==> config.mk <==
export PLATFORM = sky130hd
export DESIGN_NAME = link_receiver
export DESIGN_NICKNAME = d
export VERILOG_FILES = /design/src/rtl/link_receiver.sv
export SDC_FILE = /design/constraint.sdc
export NUM_CORES = 1
export LEC_CHECK = 0
export ABC_AREA = 1
export CORE_MARGIN = 1
export CORE_UTILIZATION = 60
export CTS_BUF_LIST = sky130_fd_sc_hd__clkbuf_4
export CTS_CLUSTER_DIAMETER = 100
export DETAILED_ROUTE_END_ITERATION = 6
export GPL_TIMING_DRIVEN = 1
export PLACE_DENSITY = 0.83
export SLEW_MARGIN = 10
export SYNTH_ARGS = -nofsm -noshare
export SYNTH_HDL_FRONTEND = slang
export SYNTH_SLANG_ARGS = --single-unit
==> constraint.sdc <==
create_clock -name clk -period 4.2 [get_ports clk]
set_input_delay 0.84 -clock clk [delete_from_list [all_inputs] [get_ports clk]]
set_output_delay 0.84 -clock clk [all_outputs]
set_load 0.01 [all_outputs]
==> src/rtl/link_receiver.sv <==
// link_receiver: dual-rail delay-insensitive link receiver (TP or FP encoding)
// with per-rail synchronizers, link acknowledge and an output FIFO.
// Ports: clk; rst (async, active-low); in[b][1:0] dual-rail word (1=true,
// 0=false rail); ack_o link acknowledge; data_o/valid_o/ready_i FIFO read
// side; err_o sticky illegal-code flag.
module link_receiver #(
    parameter     ENC         = "TP",
    parameter int WIDTH       = 1,
    parameter int DEPTH       = 4,
    parameter int SYNC_STAGES = 2
) (
    input  logic                  clk,
    input  logic                  rst,
    input  logic [WIDTH-1:0][1:0] in,
    output logic                  ack_o,
    output logic [WIDTH-1:0]      data_o,
    output logic                  valid_o,
    input  logic                  ready_i,
    output logic                  err_o
);

    localparam int          AW       = $clog2(DEPTH);
    localparam logic [AW:0] CNT_FULL = (AW+1)'(DEPTH);

    // ------------------------------------------------------------------
    // Rail synchronizers
    // ------------------------------------------------------------------
    logic [SYNC_STAGES-1:0][WIDTH-1:0][1:0] sync_q;
    logic [WIDTH-1:0][1:0]                  sync;

    always_ff @(posedge clk or negedge rst) begin
        if (!rst) begin
            sync_q <= '0;
        end else begin
            sync_q[0] <= in;
            for (int i = 1; i < SYNC_STAGES; i++) begin
                sync_q[i] <= sync_q[i-1];
            end
        end
    end

    assign sync = sync_q[SYNC_STAGES-1];

    // ------------------------------------------------------------------
    // Front end <-> FIFO signals
    // ------------------------------------------------------------------
    logic             push;
    logic [WIDTH-1:0] cap_data;
    logic             err_set;
    logic             ack_q;
    logic             full;

    // ------------------------------------------------------------------
    // Link decoder
    // ------------------------------------------------------------------
    if (ENC == "FP") begin : g_fp
        localparam logic IDLE      = 1'b0;
        localparam logic WAIT_NULL = 1'b1;

        logic             state_q;
        logic             state_d;
        logic             ack_d;
        logic [WIDTH-1:0] one_hot;
        logic [WIDTH-1:0] both;
        logic [WIDTH-1:0] data_v;
        logic             all_done;
        logic             any_bad;
        logic             all_null;

        always_comb begin
            one_hot = '0;
            both    = '0;
            data_v  = '0;
            for (int b = 0; b < WIDTH; b++) begin
                one_hot[b] = sync[b][1] ^ sync[b][0];
                both[b]    = sync[b][1] & sync[b][0];
                data_v[b]  = sync[b][1];
            end
        end

        assign all_done = &one_hot;
        assign any_bad  = |both;
        assign all_null = (sync == '0);
        assign cap_data = data_v;
        assign err_set  = any_bad;

        // State register
        always_ff @(posedge clk or negedge rst) begin
            if (!rst) begin
                state_q <= IDLE;
            end else begin
                state_q <= state_d;
            end
        end

        // Next-state logic; an illegal code freezes the state
        always_comb begin
            state_d = state_q;
            case (state_q)
                IDLE: begin
                    if (!any_bad && all_done && !full) begin
                        state_d = WAIT_NULL;
                    end
                end
                WAIT_NULL: begin
                    if (!any_bad && all_null) begin
                        state_d = IDLE;
                    end
                end
                default: state_d = IDLE;
            endcase
        end

        // Output logic
        always_comb begin
            push  = 1'b0;
            ack_d = ack_q;
            case (state_q)
                IDLE: begin
                    if (!any_bad && all_done && !full) begin
                        push  = 1'b1;
                        ack_d = 1'b1;
                    end
                end
                WAIT_NULL: begin
                    if (!any_bad && all_null) begin
                        ack_d = 1'b0;
                    end
                end
                default: begin
                    push  = 1'b0;
                    ack_d = 1'b0;
                end
            endcase
        end

        always_ff @(posedge clk or negedge rst) begin
            if (!rst) begin
                ack_q <= 1'b0;
            end else begin
                ack_q <= ack_d;
            end
        end
    end else begin : g_tp
        logic [WIDTH-1:0][1:0] ref_q;
        logic [WIDTH-1:0][1:0] diff;
        logic [WIDTH-1:0]      one_hot;
        logic [WIDTH-1:0]      both;
        logic [WIDTH-1:0]      data_v;
        logic                  all_done;

        // A rail that differs from the last accepted word carries a transition
        assign diff = sync ^ ref_q;

        always_comb begin
            one_hot = '0;
            both    = '0;
            data_v  = '0;
            for (int b = 0; b < WIDTH; b++) begin
                one_hot[b] = diff[b][1] ^ diff[b][0];
                both[b]    = diff[b][1] & diff[b][0];
                data_v[b]  = diff[b][1];
            end
        end

        // Every bit one-hot implies no bit has both rails toggled
        assign all_done = &one_hot;
        assign push     = all_done && !full;
        assign cap_data = data_v;
        assign err_set  = |both;

        always_ff @(posedge clk or negedge rst) begin
            if (!rst) begin
                ref_q <= '0;
                ack_q <= 1'b0;
            end else if (push) begin
                ref_q <= sync;
                ack_q <= ~ack_q;
            end
        end
    end

    assign ack_o = ack_q;

    // ------------------------------------------------------------------
    // Sticky error
    // ------------------------------------------------------------------
    logic err_q;

    always_ff @(posedge clk or negedge rst) begin
        if (!rst) begin
            err_q <= 1'b0;
        end else if (err_set) begin
            err_q <= 1'b1;
        end
    end

    assign err_o = err_q;

    // ------------------------------------------------------------------
    // Output FIFO
    // ------------------------------------------------------------------
    logic [WIDTH-1:0] mem [DEPTH];
    logic [AW-1:0]    wr_ptr;
    logic [AW-1:0]    rd_ptr;
    logic [AW:0]      count;
    logic             pop;

    // Full is taken from the registered count so a same-cycle pop never
    // lets a blocked word slip through.
    assign full    = (count == CNT_FULL);
    assign valid_o = (count != '0);
    assign pop     = valid_o && ready_i;
    assign data_o  = mem[rd_ptr];

    always_ff @(posedge clk) begin
        if (push) begin
            mem[wr_ptr] <= cap_data;
        end
    end

    always_ff @(posedge clk or negedge rst) begin
        if (!rst) begin
            wr_ptr <= '0;
            rd_ptr <= '0;
            count  <= '0;
        end else begin
            if (push) begin
                wr_ptr <= wr_ptr + 1'b1;
            end
            if (pop) begin
                rd_ptr <= rd_ptr + 1'b1;
            end
            case ({push, pop})
                2'b10:   count <= count + 1'b1;
                2'b01:   count <= count - 1'b1;
                default: count <= count;
            endcase
        end
    end

endmodule

Word level (Yosys, flattened, before mapping)
Memory sizes are Yosys's and may differ from the RTL's.
Cells that the tools add are included.
{"block": "op_classes", "muxes": 3, "n_reduce_logical": 5, "n_addsub": 4, "eq_ne": 3, "n_bitwise": 4}
{"op": "$pmux 3 s2", "n": 1}
{"op": "$add 2x1->2 const B", "n": 2}
{"op": "$add 3x1->3 const B", "n": 1}
{"op": "$eq 3x3->1 const B", "n": 1}
{"op": "$reduce_bool 3->1", "n": 1}
{"op": "$sub 3x1->3 const B", "n": 1}
{"op": "$eq 2x1->1 const B", "n": 1}
{"op": "$eq 2x2->1 const B", "n": 1}
{"op": "$logic_and 1x1->1", "n": 2}
{"op": "$mux 1", "n": 2}
{"op": "$reduce_bool 2->1", "n": 1}
{"op": "$xor 2x2->2", "n": 1}
{"op": "$and 1x1->1", "n": 1}
{"op": "$logic_not 1->1", "n": 1}
{"op": "$not 1->1", "n": 1}
{"op": "$xor 1x1->1", "n": 1}
{"block": "word_totals", "mem_bits_rw": 4, "reg_bits": 15, "wordCells": 28, "out_inout_bits": 4, "in_bits": 5, "mem_count": 1}
{"memory": "mem", "words": 4, "word_bits": 1, "read_ports": 1, "rd_clocked_by_memory_dff": 0, "wr": 1, "line_no": "203", "rtl": "logic [WIDTH-1:0] mem [DEPTH];"}

Logic depth before layout (Yosys ltp)
Gate-level depths: netlist (run 1).
{"block": "depth", "word_depth": 5, "depth_mapped": 12, "ltp_nobuf": 12}

Worst setup path after synthesis (run 1)
OpenSTA, ideal clock, no wires.
{"block": "synth_timing", "path_type": "reg-to-reg", "start": "reg g_tp.ref_q[1] in the netlist's numbering", "end": "reg count[2]", "arrival_ns": 1.931, "stages_incl_launch_ff": 11, "slack_ns": 2.152, "period_less_slack_ns": 2.048, "path_cell_list": "dfrtp_1 -> xor2_1 -> ha_1 -> nand2_4 -> ha_1 -> inv_1 -> fa_1 -> nand2_1 -> nand3_1 -> nand2_1 -> nand2_1"}
{"item": "from (decl)", "line_no": "145", "rtl": "logic [WIDTH-1:0][1:0] ref_q;"}
{"item": "from (signal assigned)", "line_no": "177", "rtl": "ref_q <= sync;"}
{"item": "to (signal assigned)", "line_no": "235", "rtl": "2'b10: count <= count + 1'b1;"}
{"item": "to (signal assigned)", "line_no": "236", "rtl": "2'b01: count <= count - 1'b1;"}
{"item": "to (signal assigned)", "line_no": "237", "rtl": "default: count <= count;"}
{"item": "to (decl)", "line_no": "206", "rtl": "logic [AW:0] count;"}

Worst setup path after layout (run 1)
{"block": "layout_timing", "start": "reg rd_ptr[0]", "end": "out data_o"}
{"block": "layout_via", "elab_chain_len": 1}
{"item": "from (decl)", "line_no": "205", "rtl": "logic [AW-1:0] rd_ptr;"}
{"item": "from (signal assigned)", "line_no": "232", "rtl": "rd_ptr <= rd_ptr + 1'b1;"}
{"item": "$mem_v2 4x1"}
{"item": "to (decl)", "line_no": "16", "rtl": "output logic [WIDTH-1:0] data_o,"}
Every way passes these cells.

==> results of run 1 <==
cell usage after synthesis:
library cell  instances
nand2_2               1
fa_1                  1
ha_1                  6
nand3_1               7
nand3b_1              1
nor2_1                4
nand3_2               1
xnor2_1               1
nand2_4               1
or2_2                 1
xor2_1                2
dfrtp_1              15
inv_2                 2
edfxtp_1              4
inv_1                15
nand3_4               1
nand2_1              25
nand4_1               1
o211ai_1              2
o21ai_0               1
metrics by stage:
stage               hold WS [ns]  cells  setup slack (ns)
floorplan                  0.331     92              2.15
global placement           0.334    115              1.77
detailed placement         0.341    115              1.69
CTS                        0.365    119              1.83
global route               0.375    119              1.70
finish                     0.360    119              1.84
cells by family after synthesis:
group / count (synthesis)
and+or+nand+nor: 43
DFF: 19
buffers and inverters: 17
adders and majority gates: 7
AOI/OAI and AO/OA: 3
xor gates and xnor gates: 3
final cells by class:
class                      count  area (um^2)
tap                           15         18.8
clock buffer                   4         30.0
fill                          88          312
inverter                      17         63.8
sequential                    19          495
multi-input combinational     56          350
timing repair buffer           8         80.1
flip-flops by register name, summed over array words and instances (netlist names):
name	count
mem	4
count	3
g_tp.ref_q	2
rd_ptr	2
sync	2
sync_q	2
wr_ptr	2
ack_o	1
err_o	1
worst max-delay path by stage:
stage,startpoint,end,slack [ns]
floorplan,g_tp.ref_q[1],count[2],2.15
global placement,ready_i,count[2],1.77
detailed placement,ready_i,count[2],1.69
global route,g_tp.ref_q[1],count[2],1.70
CTS,rd_ptr[0],data_o,1.83
finish,rd_ptr[0],data_o,1.84
routing by layer:
| metal | track usage [%] | share of wire, % | up-vias |
|---|---|---|---|
| met1 | 22.1 | 45 | 284 |
| met4 | 7.50 | 0.90 | 0 |
| met5 | 0 | 0 | - |
| met3 | 4.89 | 3.4 | 2 |
| li1 | - | - | 308 |
| met2 | 37.5 | 50 | 14 |
layout by cell type (no fill, tap or decap):
master,count
nand2_1,25
inv_1,15
dfrtp_1,15
clkdlybuf4s50_1,8
nand3_1,7
ha_1,6
nor2_1,4
clkbuf_4,4
edfxtp_1,4
inv_2,2
xor2_1,2
o211ai_1,2
nand3_2,1
nand2_2,1
nand3_4,1
nand2_4,1
nand3b_1,1
or2_2,1
nand4_1,1
o21ai_0,1
xnor2_1,1
fa_1,1
power breakdown:
part           switching, mW  total, mW  internal (mW)
Sequential            0.0475      0.316          0.269
Clock                 0.0492     0.0924         0.0433
Combinational          0.268      0.450          0.182
Total                  0.365      0.858          0.494
critical path: stages, from the launching register on:
cell	delay [ns]
dfrtp_1	0.40
inv_1	0.14
o211ai_1	0.10
nand2_1	0.07
clkdlybuf4s50_1	0.52
==> reports/qor.txt, run 1 <==
vias in the first global route = 572
wire length per cell = 11.2 um
status = completed
largest net degree at the start of global routing = 16
Simple-Gate Fraction of Synth Area = 23.0%
hold violation count in the final report = 0
Setup-failing EPs final = 0
Max FO, Critical Path = 6
Core Util, Final = 76.9%
DIE WIDTH = 40.9 um
WP data required = 3.36 ns
Antenna Cells = 0
Post-Synth XOR/XNOR Area = 2.89%
R2R depth = 10
die area = 0.00168 mm^2
Std-Cell Rows = 13
largest family of logic cells by synthesized area = simple AND/OR/NAND/NOR gates
Avg Cell Area, Syn = 9.89 um^2
Power Density = 827 mW/mm^2
Post-route DRC = 0
port bufs = 8
sequential-to-total area share from yosys stat = 54.5%
post-route ant nets = 0
global-route wire length before repair = 2.13 mm
gr usage total = 20.3%
RSZ-0062 raised after global routing = no
min-delay src = sync_q[0]
Final min period = 2.36 ns
flop-to-flop setup slack = 1.89 ns
Reg clk slew, reported paths = 0.10 ns
crit path launch type = flop
H-tree depth = 1
Initial Util = 67.4%
CTS Sinks = 19
Fin Setup TNS = 0 ns
Ys Warns = 0
crit share post-route = 56.1%
via count = 608
kind of critical path = reg2out
Post-Syn Instances = 92
total power = 0.858 mW
hold path endpoint = sync[0]
Worst Tran Pin Value = 0.645 ns
Hold Crit Depth = 0
final WL = 1.34 mm
Compound-Gate Fraction of Synth Area = 2.20%
fraction of layout cells with a size suffix above 1 = 10.6%
# Max-Cap Violations = 0
Final Skew = 0.00348 ns
GP Congestion = 0.694
Initial DRC Count = 2
cell taking the most area after synthesis = dfrtp_1
Tightest Hold Check Type = reg2reg
clock latency on the worst-skew pair = 0.28 ns
top cell type's share of synthesized area = 41.3%
CTS root buf = clkbuf_4
CP Data Arrival Time = 1.52 ns
FMAX = 424 MHz
leakage = 0.521 nW
Via-to-Cell Ratio = 5.11
initial antenna violation count = 0
drt pass-1 iters = 4
post-synthesis cell type count = 20
Net count, final = 117
CTS Buf Count = 3
Post-CTS Setup Inserts = 0
Cell Area, Synth = 910 um^2
worst r2r src = g_tp.ref_q[1]
max-slew violations = 0
HPWL after detailed placement = 1.05 mm
area grow syn2layout = 14.2%
Synth area leaders = dfrtp_1 41%, edfxtp_1 13%, nand2_1 10%, ha_1 8.3%, inv_1 6.2%
CTS tree = built
CTS Buffer Depth = 2
io pins = 9
adder-cell share of the synthesized area = 10.5%
GR Overflow Total = 0
Core ar. = 0.00135 mm^2
Syn Nets = 104
Peak VDD IR = 0.458 mV
CP Capture Type = primary output
die height = 40.9 um
FF-to-FF End = count[2]
multiplexer share of the synthesized area = 0%
CTS Hold Buffers Added = 0
post-CTS sizing = 0
Final Cell Area = 0.00104 mm^2
slew margin rel. = 56.9%
Yosys reg bits = 19
placed inst area = 0.00101 mm^2
Note: power is estimated with default switching activity, not from simulation.
==> run 2, diff against run 1 <==
--- a/config.mk
+++ b/config.mk
@@ -7,12 +7,12 @@
 export LEC_CHECK = 0
 export ABC_AREA = 1
 export CORE_MARGIN = 1
-export CORE_UTILIZATION = 60
+export CORE_UTILIZATION = 57
 export CTS_BUF_LIST = sky130_fd_sc_hd__clkbuf_4
 export CTS_CLUSTER_DIAMETER = 100
 export DETAILED_ROUTE_END_ITERATION = 6
 export GPL_TIMING_DRIVEN = 1
-export PLACE_DENSITY = 0.83
+export PLACE_DENSITY = 0.8
 export SLEW_MARGIN = 10
 export SYNTH_ARGS = -nofsm -noshare
 export SYNTH_HDL_FRONTEND = slang
==> constraint.sdc (replaced) <==
create_clock -name clk -period 2.37 [get_ports clk]
set_input_delay 0.474 -clock clk [delete_from_list [all_inputs] [get_ports clk]]
set_output_delay 0.474 -clock clk [all_outputs]
set_load 0.01 [all_outputs]
==> reports/qor.txt, run 2 (synthesis results as in run 1) <==
initial antenna violation count = 0
vias in the first global route = 590
Max FO, Critical Path = 10
placed inst area = 0.00101 mm^2
Antenna Cells = 0
drt pass-1 iters = 4
gr usage total = 19.4%
crit path launch type = flop
Psw = 0.654 mW
flop-to-flop setup slack = 0.18 ns
CTS tree = built
Std-Cell Rows = 14
HPWL after detailed placement = 1.01 mm
area grow syn2layout = 15.1%
Final Skew = 0.00410 ns
filler cell count = 118
Reg clk slew, reported paths = 0.10 ns
Initial DRC Count = 7
leakage = 0.522 nW
max-slew violations = 0
Post-route DRC = 0
Switching Share = 42.7%
kind of critical path = reg2reg
DIE WIDTH = 41.9 um
CTS Buffer Depth = 2
Core ar. = 0.00151 mm^2
fraction of layout cells with a size suffix above 1 = 11.5%
Fin Setup TNS = 0 ns
CP Capture Type = flop
Post-Place Cells = 116
Post-Layout Cell Count = 120
final WL = 1.34 mm
clock latency on the worst-skew pair = 0.30 ns
pre-CTS WS = 0.135 ns
CP Data Arrival Time = 2.39 ns
wire length per cell = 11.2 um
Power Density = 1460 mW/mm^2
die area = 0.00176 mm^2
internal power = 0.879 mW
Via-to-Cell Ratio = 4.91
Post-CTS Setup Inserts = 0
logic gate share of total power = 52.4%
Initial Util = 60.4%
Largest regs = mem: 4 flops, count: 3 flops
FMAX = 457 MHz
commonest non-fill, non-tap cells in the layout = 25 x nand2_1, 15 x inv_1, 15 x dfrtp_1
Largest register FFs = 4
CTS root buf = clkbuf_4
Final Cell Area = 0.00105 mm^2
Core Util, Final = 69.5%
CTS Sinks = 19
hold violation count in the final report = 0
GR Overflow Total = 0
Tightest Hold Check Type = reg2reg
global-route wire length before repair = 2.46 mm
commonest non-fill, non-tap cell in the layout = nand2_1
Worst Setup Slack, final = 0.181 ns
io pins = 9
Final min period = 2.19 ns
H-tree depth = 1
crit share post-route = 92.4%
port bufs = 8
Worst Tran Pin Value = 0.633 ns
Net count, final = 117
Flop pwr share = 36.4%
via count = 589
GP Congestion = 0.821
RSZ-0062 raised after global routing = no
WP data required = 2.57 ns
post-route ant nets = 0
CTS Hold Buffers Added = 0
# Max-Cap Violations = 0
total power = 1.53 mW
die height = 41.9 um
largest net degree at the start of global routing = 16
Top reg by flops = mem
slew margin rel. = 57.7%
Hold Slack = 0.362 ns
Setup-failing EPs final = 0
status = completed
Clock Power Share = 11.2%
CTS Buf Count = 3
Peak VDD IR = 0.667 mV
[run 2: cell types whose count changed in the layout (fill, tap and decap cells not counted)]
cell,change
xor2_2,+1
xor2_1,-1
[run 2: cell type report]
type	count	area (um^2)	area share, %
Clock buffer	4	30.0	2.87
Inverter	17	63.8	6.09
Multi-Input combinational cell	56	358	34.2
Sequential cell	19	495	47.3
Tap cell	16	20.0	1.91
Timing Repair Buffer	8	80.1	7.65
[run 2: worst paths after layout]
check | startpoint | to | depth (start not counted)
min reg2reg | sync_q[1] | sync[1] | 0
max | g_tp.ref_q[1] | count[2] | 10
min | sync_q[1] | sync[1] | 0
max in group asynchronous | rst | wr_ptr[1] | 1
max reg2reg | g_tp.ref_q[1] | count[2] | 10
min in group asynchronous | rst | count[2] | 1
[run 2: what timing repair did]
item / 4_1_cts / 5_1_grt
setup endpoints to repair: 0 / 1
resized for setup: 0 / 1
endpoints found under the hold margin: 0 / 0
[run 2: worst max-delay path, cell delays in order, from the launching register on]
cell and delay (ns):
dfrtp_1 0.42, xor2_2 0.21, ha_1 0.41, nand2_4 0.16, ha_1 0.18, inv_1 0.06
fa_1 0.37, nand2_1 0.10, nand3_1 0.08, nand2_1 0.06, nand2_1 0.04
[run 2: metal layers]
layer | wire [um] | track usage, %
met1 | 616 | 24.3
met2 | 635 | 30.0
met3 | 52 | 5.22
met4 | 34 | 11.6
met5 | 0 | 0
[run 2: power by group through the flow]
stage | combinational [mW] | sequential, mW | clock, mW
after global routing | 0.929 | 0.576 | 0.192
after global placement | 0.761 | 0.560 | 0
after CTS | 0.807 | 0.556 | 0.177
final | 0.803 | 0.558 | 0.172
after detailed placement | 0.797 | 0.563 | 0
after floorplan | 0.597 | 0.553 | 0
